===== src/rtl/weight_loader.sv =====
// Weight-memory write-side loader: takes a valid/ready byte stream and issues one
// registered write per accepted byte to consecutive addresses starting at base_addr.
module weight_loader #(
  parameter int unsigned ADDR_WIDTH = 13,
  parameter int unsigned DATA_WIDTH = 8,
  parameter int unsigned DEPTH      = 32,
  parameter int unsigned CNT_WIDTH  = 6
) (
  input  logic                  clk,
  input  logic                  reset,
  input  logic                  start,
  input  logic [ADDR_WIDTH-1:0] base_addr,
  input  logic [CNT_WIDTH-1:0]  count,
  input  logic                  in_valid,
  input  logic [DATA_WIDTH-1:0] in_data,
  output logic                  in_ready,
  output logic                  mem_we,
  output logic [ADDR_WIDTH-1:0] mem_addr,
  output logic [DATA_WIDTH-1:0] mem_wdata,
  output logic                  busy,
  output logic                  done,
  output logic                  error
);

  typedef enum logic [1:0] {
    IDLE,
    LOAD,
    DONE
  } state_t;

  localparam logic [ADDR_WIDTH:0] DEPTH_EXT = (ADDR_WIDTH+1)'(DEPTH);

  state_t                state;
  logic [ADDR_WIDTH-1:0] cur_addr;
  logic [CNT_WIDTH-1:0]  remaining;
  logic [ADDR_WIDTH:0]   span;
  logic                  range_bad;

  // One extra bit so base+count cannot wrap before the DEPTH comparison.
  always_comb begin
    span      = {1'b0, base_addr} + (ADDR_WIDTH+1)'(count);
    range_bad = (span > DEPTH_EXT);
  end

  assign in_ready = (state == LOAD);
  assign busy     = (state != IDLE);
  assign done     = (state == DONE);

  always_ff @(posedge clk) begin
    if (reset) begin
      state     <= IDLE;
      mem_we    <= 1'b0;
      mem_addr  <= '0;
      mem_wdata <= '0;
      error     <= 1'b0;
      cur_addr  <= '0;
      remaining <= '0;
    end else begin
      mem_we <= 1'b0;
      case (state)
        IDLE: begin
          if (start) begin
            if (range_bad) begin
              error <= 1'b1;
              state <= DONE;
            end else if (count == '0) begin
              error <= 1'b0;
              state <= DONE;
            end else begin
              error     <= 1'b0;
              cur_addr  <= base_addr;
              remaining <= count;
              state     <= LOAD;
            end
          end
        end
        LOAD: begin
          if (in_valid) begin
            mem_we    <= 1'b1;
            mem_addr  <= cur_addr;
            mem_wdata <= in_data;
            cur_addr  <= cur_addr + ADDR_WIDTH'(1);
            remaining <= remaining - CNT_WIDTH'(1);
            if (remaining == CNT_WIDTH'(1)) begin
              state <= DONE;
            end
          end
        end
        DONE: begin
          state <= IDLE;
        end
        default: begin
          state <= IDLE;
        end
      endcase
    end
  end

endmodule


===== config.mk =====
export PLATFORM = sky130hd
export DESIGN_NAME = weight_loader
export DESIGN_NICKNAME = d
export VERILOG_FILES = /design/src/rtl/weight_loader.sv
export SDC_FILE = /design/constraint.sdc
export NUM_CORES = 1
export LEC_CHECK = 0
export ABC_CLOCK_PERIOD_IN_PS = 2500
export BUFFER_PORTS_ARGS = -buffer_cell sky130_fd_sc_hd__buf_4
export CAP_MARGIN = 20
export CORE_ASPECT_RATIO = 0.9
export CORE_MARGIN = 10
export CORE_UTILIZATION = 43
export CTS_BUF_LIST = sky130_fd_sc_hd__clkbuf_4 sky130_fd_sc_hd__clkbuf_8
export DETAILED_ROUTE_END_ITERATION = 8
export PLACE_DENSITY = 0.7
export SYNTH_ARGS = -nofsm -noshare
export SYNTH_HDL_FRONTEND = slang
export SYNTH_SLANG_ARGS = --single-unit
export TNS_END_PERCENT = 50

===== constraint.sdc =====
create_clock -name clk -period 2.5 [get_ports clk]
set_clock_uncertainty 0.05 [all_clocks]
set_input_delay 0.375 -clock clk [delete_from_list [all_inputs] [get_ports clk]]
set_output_delay 0.375 -clock clk [all_outputs]
set_load 0.02 [all_outputs]

==> impl_metrics.toml <==
[cts]
clockRootBuffer = "clkbuf_8"
cts_hold_buf = 0
clockBufferDepth = 2
numCtsBuffers = 5
htree_levels = 2
clk_pin_slew_worst_paths_ps = 90
clk_latency_ps = 300
clock_sinks = 44
cts_tree = "built"

[sta]
period_needed_ps = 2420
finalWorstSetupSlack_ps = 79.6
hold_ws_ps = 261
slew-limit-headroom_pct = 64.2
hold_viol_final = 0
worstMarginPinSlew_ps = 532
post-route-period-util_pct = 96.8
fmax_mhz = 413
final-setup-viol-count = 0
slew_violations = 0

[yosys]
synth_seq_cells = 44
yosys-top-cells-area = "dfxtp_1 33%, nand2_1 10%, a21oi_1 6.3%"
synth_edf_count = 0
ys.warnings.count = 0
ys_types = 54
syn_area_sq_um = 2700
synthFlopType = "dfxtp_1"
syn_inst = 355
synth_area_leader_cell = "dfxtp_1"
synth_fp_nets = 396
yosysTopAreaCellShare_pct = 32.6
syn_area_per_cell_sq_um = 7.61
yosysSeqAreaShare_pct = 32.6
async_reset_ff_share_pct = 0

[pwr]
clock_power_share_pct = 33.0
power_mw = 1.47
netSwitchingPower_uw = 390
netSwitchingFraction_pct = 26.6
seqPwrFrac_pct = 48.1
ir_drop_mv = 0.166
p_int_mw = 1.08
power_density_nw_per_um2 = 405
leakagePower_nw = 1.54
pwr-share-comb_pct = 18.9

[floorplanning]
dieArea_sq_um = 9850
start_util_pct = 44.2
fp.dieW_um = 104
pin_count = 57
rows = 27
die_height_um = 95.2
core_sq_um = 6110

[final_layout]
final.fill_count = 563
stdcell_area_sq_um = 3620
final_common_cell = "buf_4"
fin_nets = 483
synthToLayoutAreaGrowth_pct = 34.1
mostFrequentLayoutCells = "97 x buf_4, 74 x nand2_1, 44 x dfxtp_1"
drive_above_1_share_pct = 29.3
stdcell_count = 530
diodes = 0

[flow_run]
cap_violations = 0

[routing]
drtAntennaViolNets = 0
firstDrtPassIters = 4
wirelength_mm = 7.79
vias = 2874
wl_per_cell_um = 14.7
via_per_inst = 5.42
drt_iter0_markers = 177
drc = 0

[global_routing]
grt_remaining_overflow = 0
antenna_found_initial = 0
grt_pass1_wl_mm = 13.0
grt_usage_pct = 15.6
grt_pass1_vias = 2684
grt_start_max_net_pins = 48

[placed_design]
gp_congestion = 0.930
post_dp_cell_area_sq_um = 3470
place_worst_setup_slack_ps = -231
dp.cells = 521
portBuffers = 56
place_hpwl_mm = 5.98

[outcome]
outcome = "finished clean"

[critical_path]
cp-start-kind = "primary input"
cp_max_fo = 3
crit_arrival_ps = 2550
critPathRequiredTime_ps = 2630
cp-end-kind = "flip-flop"
crit_type = "primary input to flip-flop"

[worst_hold_path]
min_path_type = "primary input to flip-flop"
## metrics by stage
stage / TNS [ps] / utilization [%]
floorplan: -41.3 / -
global placement: -2720 / 56.8
detailed placement: -4390 / 56.8
CTS: 0 / 58.4
global route: -139 / 59.2
finish: 0 / 59.2
## state kept, by name, summed over array words and instances, names as in the netlist
signal     cells
mem_addr      13
error          1
remaining      6
mem_wdata      8
mem_we         1
state          2
cur_addr      13
## worst max-delay path, cell delays in order
cell	delay [ps]
buf_4	100
ha_4	130
inv_2	30
fa_2	330
and2b_2	260
o2111ai_2	150
or3_4	400
o211ai_2	80
nand4_1	170
buf_4	210
nor2_1	200
a211oi_1	110
## cells in the mapped netlist (all sizes together), types with 6 or more instances
library cell  number
o211ai             8
nor3              10
nand2b             9
mux2i              6
inv                9
clkbuf            11
a21oi             35
o21ai             11
o22ai              6
buf                7
nand2             74
and3               9
ha                 9
dfxtp             44
nor2              26
nand3             13
o2111ai            6
## power groups by stage
stage / registers [mW] / clock network, mW / logic (mW)
global placement: 0.722 / 0 / 0.264
global route: 0.706 / 0.523 / 0.305
CTS: 0.706 / 0.496 / 0.268
detailed placement: 0.722 / 0 / 0.267
floorplan: 0.723 / 0 / 0.132
finish: 0.706 / 0.484 / 0.277
## cell type report
| class | count | area, sq um | share of cell area (%) |
|---|---|---|---|
| inverter | 10 | 37.5 | 1.04 |
| tap | 87 | 109 | 3.01 |
| clock inverter | 1 | 7.51 | 0.207 |
| sequential | 44 | 881 | 24.3 |
| timing repair buffer | 98 | 739 | 20.4 |
| multi-input combinational | 283 | 1760 | 48.5 |
| clock buffer | 7 | 90.1 | 2.49 |
## worst paths after layout
kind,startpoint,end,slack [ps],cells after the start
setup reg to reg,cur_addr[1],cur_addr[12],520,8
hold reg to reg,mem_wdata[3],mem_wdata[3],410,2
hold / removal,in_data[3],mem_wdata[3],260,3
setup / recovery,base_addr[0],error,80,12
## cells by family (layout without fill, tap and decap cells)
logic type / after synthesis / in the layout / share of synthesized area [%]
AOI/OAI and AO/OA: 93 / 93 / 23.9
and+or+nand+nor: 166 / 166 / 28.7
muxes: 9 / 9 / 3.61
adders and majority gates: 10 / 10 / 4.91
xor gates and xnor gates: 5 / 5 / 1.62
DFF: 44 / 44 / 32.6
buffers and inverters: 28 / 116 / 4.63
## routing by layer
metal  global-route usage (%)  vias up  share of wire, %
met3                     2.97        9               4.7
li1                         -     1443                 -
met2                     25.5       67                47
met1                     20.3     1355                47
met4                     5.40        0               1.4
met5                        0        -                 0
## timing repair
item / in CTS / in global routing
endpoints found under the setup margin: 0 / 22
resized for setup: 0 / 11
buffers inserted: 0 / 1
Note: power is estimated with default switching activity, not from simulation.
